<file path="config.mk">
export PLATFORM = sky130hd
export DESIGN_NAME = btb_update_sched
export DESIGN_NICKNAME = d
export VERILOG_FILES = /design/src/rtl/btb_update_sched_pkg.sv /design/src/rtl/btb_update_sched_fifo.sv /design/src/rtl/btb_update_sched.sv
export SDC_FILE = /design/constraint.sdc
export NUM_CORES = 1
export LEC_CHECK = 0
export ABC_AREA = 1
export CAP_MARGIN = 20
export CORE_MARGIN = 3
export CORE_UTILIZATION = 43
export DETAILED_ROUTE_END_ITERATION = 6
export GPL_TIMING_DRIVEN = 0
export PLACE_DENSITY = 0.73
export SLEW_MARGIN = 20
export SYNTH_ARGS = -nofsm -noshare
export SYNTH_HDL_FRONTEND = slang
export SYNTH_SLANG_ARGS = --single-unit
export TNS_END_PERCENT = 100
</file>
<file path="constraint.sdc">
create_clock -name clk -period 5 [get_ports clk]
set_input_delay 1 -clock clk [delete_from_list [all_inputs] [get_ports clk]]
set_output_delay 1 -clock clk [all_outputs]
set_load 0.02 [all_outputs]
</file>
<file path="src/rtl/btb_update_sched_pkg.sv">
// Shared types for the BTB update scheduler.
//   btb_upd_t     : one BTB update record {pc, target, is_jal, is_br, taken}
//   sched_state_t : scheduler mode {IDLE, SWEEP, DONE}
//   sat_add32     : 32-bit saturating add used by the optional perf counters
package btb_update_sched_pkg;

    typedef struct packed {
        logic [31:0] pc;
        logic [31:0] target;
        logic        is_jal;
        logic        is_br;
        logic        taken;
    } btb_upd_t;

    typedef enum logic [1:0] {
        IDLE  = 2'd0,
        SWEEP = 2'd1,
        DONE  = 2'd2
    } sched_state_t;

    function automatic logic [31:0] sat_add32(input logic [31:0] a, input logic [31:0] b);
        logic [32:0] s;
        s = {1'b0, a} + {1'b0, b};
        return s[32] ? '1 : s[31:0];
    endfunction

endpackage

</file>
<file path="src/rtl/btb_update_sched_fifo.sv">
// btb_upd_fifo: synchronous in-order FIFO of BTB updates.
//   clk, rst    : clock, synchronous active-high reset
//   clear       : drop all entries (takes priority over push/pop)
//   push[1:0]   : push enables; push_data[0] lands ahead of push_data[1]
//   pop         : remove head entry
//   head        : oldest entry (don't-care when empty)
//   count       : occupancy, one bit wider than the pointers
//   empty       : count == 0
// The caller guarantees no overflow and no pop when empty.
module btb_upd_fifo
    import btb_update_sched_pkg::*;
#(
    parameter int FIFO_DEPTH = 4
) (
    input  logic                            clk,
    input  logic                            rst,
    input  logic                            clear,
    input  logic [1:0]                      push,
    input  btb_upd_t [1:0]                  push_data,
    input  logic                            pop,
    output btb_upd_t                        head,
    output logic [$clog2(FIFO_DEPTH):0]     count,
    output logic                            empty
);

    localparam int AW = $clog2(FIFO_DEPTH);
    localparam int CW = AW + 1;

    btb_upd_t        mem [FIFO_DEPTH];
    logic [AW-1:0]   rptr;
    logic [AW-1:0]   wptr;
    logic [CW-1:0]   n_push;

    assign n_push = CW'(push[0]) + CW'(push[1]);
    assign head   = mem[rptr];
    assign empty  = (count == '0);

    always_ff @(posedge clk) begin
        if (rst || clear) begin
            rptr  <= '0;
            wptr  <= '0;
            count <= '0;
        end else begin
            wptr  <= wptr + AW'(n_push);
            rptr  <= rptr + AW'(pop);
            count <= count + n_push - CW'(pop);
        end
    end

    // A lone push on port 1 is compacted into the next free slot.
    always_ff @(posedge clk) begin
        if (!(rst || clear)) begin
            if (push == 2'b11) begin
                mem[wptr]            <= push_data[0];
                mem[wptr + AW'(1)]   <= push_data[1];
            end else if (push[0]) begin
                mem[wptr]            <= push_data[0];
            end else if (push[1]) begin
                mem[wptr]            <= push_data[1];
            end
        end
    end

endmodule

</file>
<file path="src/rtl/btb_update_sched.sv">
// btb_update_sched: schedules all writes into the BTB's single update port.
//   req_valid/req_ready/req_upd [1:0] : port 0 = ROB commit, port 1 = execute-stage resolution
//   upd_valid/upd_ready/upd           : head of the update queue toward the BTB
//   inv_req                           : start a full invalidate sweep (ignored unless idle)
//   inv_valid/inv_idx                 : per-entry invalidate strobe during the sweep
//   inv_done                          : one-cycle pulse after the last entry
//   lookup_block                      : fetch must ignore BTB predictions
// Optional macro BTB_UPD_PERF_EN adds saturating counters perf_enq, perf_drop_inv, perf_stall.
module btb_update_sched
    import btb_update_sched_pkg::*;
#(
    parameter int FIFO_DEPTH = 4,
    parameter int BTB_DEPTH  = 32,
    parameter int BTB_IDX_W  = 5
) (
    input  logic                  clk,
    input  logic                  rst,
    input  logic [1:0]            req_valid,
    output logic [1:0]            req_ready,
    input  btb_upd_t [1:0]        req_upd,
    output logic                  upd_valid,
    input  logic                  upd_ready,
    output btb_upd_t              upd,
    input  logic                  inv_req,
    output logic                  inv_valid,
    output logic [BTB_IDX_W-1:0]  inv_idx,
    output logic                  inv_done,
    output logic                  lookup_block
`ifdef BTB_UPD_PERF_EN
    ,
    output logic [31:0]           perf_enq,
    output logic [31:0]           perf_drop_inv,
    output logic [31:0]           perf_stall
`endif
);

    localparam int CW = $clog2(FIFO_DEPTH) + 1;
    localparam logic [BTB_IDX_W-1:0] LAST_IDX = BTB_IDX_W'(BTB_DEPTH - 1);

    sched_state_t   state;
    logic           rr_ptr;
    logic           rr_flip;
    logic           idle;
    logic           start_inv;
    logic           pop;
    logic [1:0]     xfer;
    logic [1:0]     push;
    logic [CW-1:0]  fifo_count;
    logic           fifo_empty;
    logic [CW:0]    free_slots;

    assign idle      = (state == IDLE);
    assign start_inv = idle && inv_req;

    // The head is withheld in the invalidate cycle so every pending entry is discarded.
    assign upd_valid = idle && !fifo_empty && !inv_req && !rst;
    assign pop       = upd_valid && upd_ready;

    // A slot freed by this cycle's dequeue is usable by this cycle's request.
    assign free_slots = (CW+1)'(FIFO_DEPTH) - {1'b0, fifo_count} + (CW+1)'(pop);

    always_comb begin
        req_ready = '0;
        rr_flip   = 1'b0;
        if (idle && !inv_req && !rst) begin
            if (free_slots >= (CW+1)'(2)) begin
                req_ready = 2'b11;
            end else if (free_slots == (CW+1)'(1)) begin
                if (req_valid == 2'b11) begin
                    req_ready[rr_ptr] = 1'b1;
                    rr_flip           = 1'b1;
                end else begin
                    req_ready = 2'b11;
                end
            end
        end
    end

    assign xfer    = req_valid & req_ready;
    assign push[0] = xfer[0] && (req_upd[0].is_jal || req_upd[0].is_br);
    assign push[1] = xfer[1] && (req_upd[1].is_jal || req_upd[1].is_br);

    btb_upd_fifo #(
        .FIFO_DEPTH (FIFO_DEPTH)
    ) u_fifo (
        .clk       (clk),
        .rst       (rst),
        .clear     (start_inv),
        .push      (push),
        .push_data (req_upd),
        .pop       (pop),
        .head      (upd),
        .count     (fifo_count),
        .empty     (fifo_empty)
    );

    always_ff @(posedge clk) begin
        if (rst) begin
            state        <= IDLE;
            rr_ptr       <= 1'b0;
            inv_valid    <= 1'b0;
            inv_idx      <= '0;
            inv_done     <= 1'b0;
            lookup_block <= 1'b0;
        end else begin
            if (rr_flip)
                rr_ptr <= ~rr_ptr;
            unique case (state)
                IDLE: begin
                    if (inv_req) begin
                        state        <= SWEEP;
                        inv_valid    <= 1'b1;
                        inv_idx      <= '0;
                        lookup_block <= 1'b1;
                    end
                end
                SWEEP: begin
                    if (inv_idx == LAST_IDX) begin
                        state     <= DONE;
                        inv_valid <= 1'b0;
                        inv_idx   <= '0;
                        inv_done  <= 1'b1;
                    end else begin
                        inv_idx <= inv_idx + BTB_IDX_W'(1);
                    end
                end
                DONE: begin
                    state        <= IDLE;
                    inv_done     <= 1'b0;
                    lookup_block <= 1'b0;
                end
                default: state <= IDLE;
            endcase
        end
    end

`ifdef BTB_UPD_PERF_EN
    always_ff @(posedge clk) begin
        if (rst) begin
            perf_enq      <= '0;
            perf_drop_inv <= '0;
            perf_stall    <= '0;
        end else begin
            perf_enq <= sat_add32(perf_enq, 32'(push[0]) + 32'(push[1]));
            if (start_inv)
                perf_drop_inv <= sat_add32(perf_drop_inv, 32'(fifo_count));
            if (|(req_valid & ~req_ready))
                perf_stall <= sat_add32(perf_stall, 32'd1);
        end
    end
`endif

endmodule

</file>
-- After elaboration in Yosys (flattened, before gate mapping)
Memories as Yosys holds them, arrays and structs flattened. A register that Yosys moved wholly into a read port is not among the register bits.
Index checks and enable logic that the tools add are counted.
- reduce and logical (&&, ||, !) cells: 26
- muxes and demuxes: 37
- shift operators: 0
- $mul: 0
- $lt $le $gt $ge: 3
- eq/ne operators: 8
- div/mod/pow operators: 0
- $add $sub $neg: 9
- bitwise gates (word level): 4
- operator list (kind ; count):
    $mux W67 ; 2
    $mux W1 ; 20
    $mux W2 ; 7
    $logic_and A1 B1 Y1 ; 10
    $mux W5 ; 2
    $pmux W5 S2 ; 1
    $reduce_and A2 Y1 ; 4
    $eq A2 B2 Y1 const B ; 3
    $pmux W1 S2 ; 3
    $reduce_bool A2 Y1 ; 3
    $add A5 B1 Y5 const B ; 1
    $eq A5 B5 Y1 const B ; 1
    $add A4 B1 Y4 ; 1
    $eq A4 B1 Y1 const B ; 1
    $ge A4 B2 Y1 const B ; 1
    $ne A2 B2 Y1 const B ; 2
    $pmux W2 S2 ; 1
    $sub A3 B3 Y4 const A ; 1
    $add A3 B3 Y3 ; 1
    $logic_not A1 Y1 ; 3
    $logic_not A3 Y1 ; 1
    $logic_or A1 B1 Y1 ; 3
    $reduce_and A3 Y1 ; 1
    $sub A3 B1 Y3 ; 1
    12 further kinds ; 13
- output and inout bits: 78
- ROM bits: 0
- bits in writable memories: 268
- memories: 1
- input bits: 140
- flip-flop bits (word level): 18
- latch bits: 0
- memory list (name ; depth ; width ; rd ports ; clocked after memory_dff ; write ports ; line ; RTL):
    u_fifo.mem ; 4 ; 67 ; 1 ; 1 ; 2 ; btb_update_sched_fifo.sv:29 ; btb_upd_t mem [FIFO_DEPTH];

-- Depth between registers and ports, before layout
- depth in word-level cells: 19
- depth in mapped cells: 22
- mapped depth without buffers: 21

-- Cells and area by module
From an unflattened synthesis, not the netlist that was laid out.
- cells, all modules: 1992
- area, all modules: 16194.3 um2
- by module, submodules not included (module ; cells an instance ; times used ; sequential area each (um2) ; area an instance (um2)):
    btb_upd_fifo ; 1898 ; 1 ; 8187.9 ; 15546.2
    btb_update_sched ; 94 ; 1 ; 220.2 ; 648.1

-- Worst setup path before layout
OpenSTA, ideal clock, no wires.
- kind: input to register
- from: input port rst
- to: memory u_fifo.mem[0][0] in the netlist's numbering (enable)
- data required time: 4.287 ns
- stages on the path: 19
- setup time: 0.713 ns
- buffers on the path: 3
- arrival: 4.931 ns
- slack: -0.644 ns
- cell sequence: clkbuf_1 -> nor2_1 -> nand2_1 -> a31oi_1 -> nand2_1 -> ha_1 -> inv_1 -> ha_1 -> nor2_1 -> nand2_1 -> o21ai_0 -> nor2_1 -> ha_1 -> inv_1 -> nor2_8 -> nand2_2 -> buf_4 -> buf_2 -> nand2_1
- RTL lines (element ; line ; RTL):
    start: declaration ; btb_update_sched.sv:17 ; input logic rst,
    end: declaration ; btb_update_sched_fifo.sv:29 ;

==> reports/metrics.csv <==
metric;value;unit
outcome;complete, but fails checks;
failing checks;DRC;
total routed wirelength;58660;um
GR Util met1;0.3698;
grt total ovfl;0;
Post-route DRC;18;
Synth Register Bits;286;
Place WS;-674.1;ps
relative slew slack;0.3242;
Critical Path End Type;flip-flop;
IO Port Bufs;217;
clock buffer depth;3;
Final Slew Violations;0;
worst min path class;reg2reg;
first-pass GRT wire length;86140;um
CP Max Fanout;17;
met3 Track Usage GR;0.04963;
Clock Skew;12.51;ps
Critical Path AT;4990;ps
clock slew seen by the registers of the worst setup and hold paths;60;ps
final worst slack;254.4;ps
Leak;8.528;nW
Synth Cell Area;15990;um2
vias in the first global route;15522;
Sink Count;286;
register area;8408;um2
sequential-to-total area share from yosys stat;0.5257;
most common cell after layout, fill and taps aside;nand2_1;
cts bufs inserted;30;
via count;16139;
syn nets;2123;
layer with the highest usage;met2;
Mapped Cells;1970;
Critical R2R Launch;state[0]$_SDFFE_PP0P_;
area leader, netlist;edfxtp_1;
cell area after layout;20030;um2
top post-synthesis cells by area;edfxtp_1 50%, nand3_1 15%, nand2_1 12%;
Placed Area;18850;um2
startpoint types;input port;
worst hold slack;472.9;ps
Hold Startpoint;inv_valid$_SDFFE_PP0P_;
Die ar.;39540;um2
DRC marker count from the first detailed-route iteration;2228;
synthesis-to-layout area growth;25.27;%
row count;70;
antenna violations before repair;3;
DRT antenna net count;0;
top cell type's share of synthesized area;0.5032;
most frequent cells in the layout;491 x nand2_1, 474 x nand3_1, 268 x edfxtp_1;
final worst path period share;0.9491;
Initial Util;0.4368;
DIE WIDTH;198.9;um
largest net degree at the start of global routing;68;
root buf cell;clkbuf_16;
GRT Overall Usage;0.2814;
HPWL Detailed;36320;um
Util after Layout;0.5472;
Final setup viols;0;
Multi-input gate area;6535;um2
final-report hold violation count;0;
Max Cap Viol;0;
1st-pass router iterations;7;
hold bufs inserted after CTS;0;
Filler Cells Inserted;3292;
power density cells;269.2;nW/um2
layout cells sized above 1;0.06036;
clk_lat worst skew;570;ps
Setup CP Type;in2reg;
CTS tree;done;
core area;36610;um2
DR WL/cell;21.55;um
die height;198.9;um
setup_tns;0;ps
synth warn;0;
max frequency;210.7;MHz
IO Pins;218;
Synth Area per Inst;8.118;um2
minimum clock period;4746;ps
GP Congestion;0.8631;
M2 GR Usage;0.4496;
RSZ-0062 raised after global routing;true;
vias per cell;5.929;
Unique masters post-synth;30;
worst ir drop on vdd;0.2573;mV
critical path required time;5240;ps
slew of the pin with the lowest slew margin;1014;ps
Setup crit start;rst;
H-tree depth;1;
fin nets;2383;
final timing paths:
check	to	slack (ps)	cells after the start
max	u_fifo.mem[3][4]$_DFFE_PP_	250	20
min	inv_valid$_SDFFE_PP0P_	470	2
max reg2reg	u_fifo.mem[3][4]$_DFFE_PP_	980	18
min reg2reg	inv_valid$_SDFFE_PP0P_	470	2
metrics by stage:
stage | instances | power, mW
6_report | 2722 | 5.393
5_1_grt | 2721 | 5.515
4_1_cts | 2714 | 5.361
3_5_place_dp | 2657 | 3.234
3_3_place_gp | 2655 | 3.220
2_1_floorplan | 1970 | 2.968
cells by family after synthesis:
family,count (synthesis),synth area share
simple gates,1141,0.3079
xor+xnor,5,0.002739
buf+inv,303,0.07800
flops,286,0.5257
fa+ha+maj,13,0.01064
compound gates,222,0.07495
cells in the mapped netlist:
cell type,number
nand2_1,499
nand3_1,474
edfxtp_1,268
inv_1,164
nor2_1,157
o21ai_0,142
clkbuf_1,68
o22ai_1,67
buf_2,51
dfxtp_1,18
ha_1,12
a21oi_1,11
buf_4,10
buf_1,6
nand2_2,5
xor2_1,3
xnor2_1,2
a31oi_1,1
buf_6,1
clkbuf_2,1
clkinv_1,1
fa_1,1
inv_2,1
nand2_4,1
nand3_2,1
nand4_1,1
nor2_8,1
nor3_1,1
o211ai_1,1
or2_2,1
sequential cells by signal, summed over array words and instances (netlist names):
register,count
u_fifo.mem,268
inv_idx,5
u_fifo.count,3
state,2
u_fifo.rptr,2
u_fifo.wptr,2
inv_done,1
inv_valid,1
lookup_block,1
rr_ptr,1
critical path, stage by stage:
cell             delay (ps)
clkdlybuf4s50_1         420
clkbuf_1                230
nor2_1                  140
nand2_1                 100
a31oi_1                 240
nand2_1                 130
ha_1                    190
inv_1                    80
ha_1                    230
nor2_1                  190
nand2_1                 100
o21ai_0                 230
inv_1                   100
nand2_1                  70
ha_1                    150
nand3_2                 200
buf_4                   280
o21ai_2                 170
nand2_2                 380
nand2_8                 340
cell type report:
class,instances,share of cell area
Antenna cell,1,0.0001249
Timing Repair Buffer,224,0.1155
Sequential cell,286,0.4197
Buffer,134,0.03116
Multi-Input combinational cell,1388,0.3262
Clock inverter,19,0.007307
Clock buffer,36,0.03966
Inverter,166,0.03110
Tap cell,468,0.02923
metal layers:
metal | share of wire | wire length, um | vias up
met5 | 0.00065 | 38 | -
met4 | 0.048 | 2805 | 6
met3 | 0.12 | 7089 | 243
met2 | 0.46 | 27130 | 1244
met1 | 0.37 | 21600 | 7388
li1 | - | - | 7258
timing repair:
action,CTS,global route
setup endpoints to repair,142,258
pin swaps,1,4
cloned,2,7
buffers inserted,0,3
gates resized for setup,6,16
where the power goes:
part	switching (mW)	leakage, nW	internal, mW
logic	0.316	5.51	0.232
registers	0.00754	2.56	2.64
clock network	0.966	0.459	1.23
Note: power is estimated with default switching activity, not from simulation.
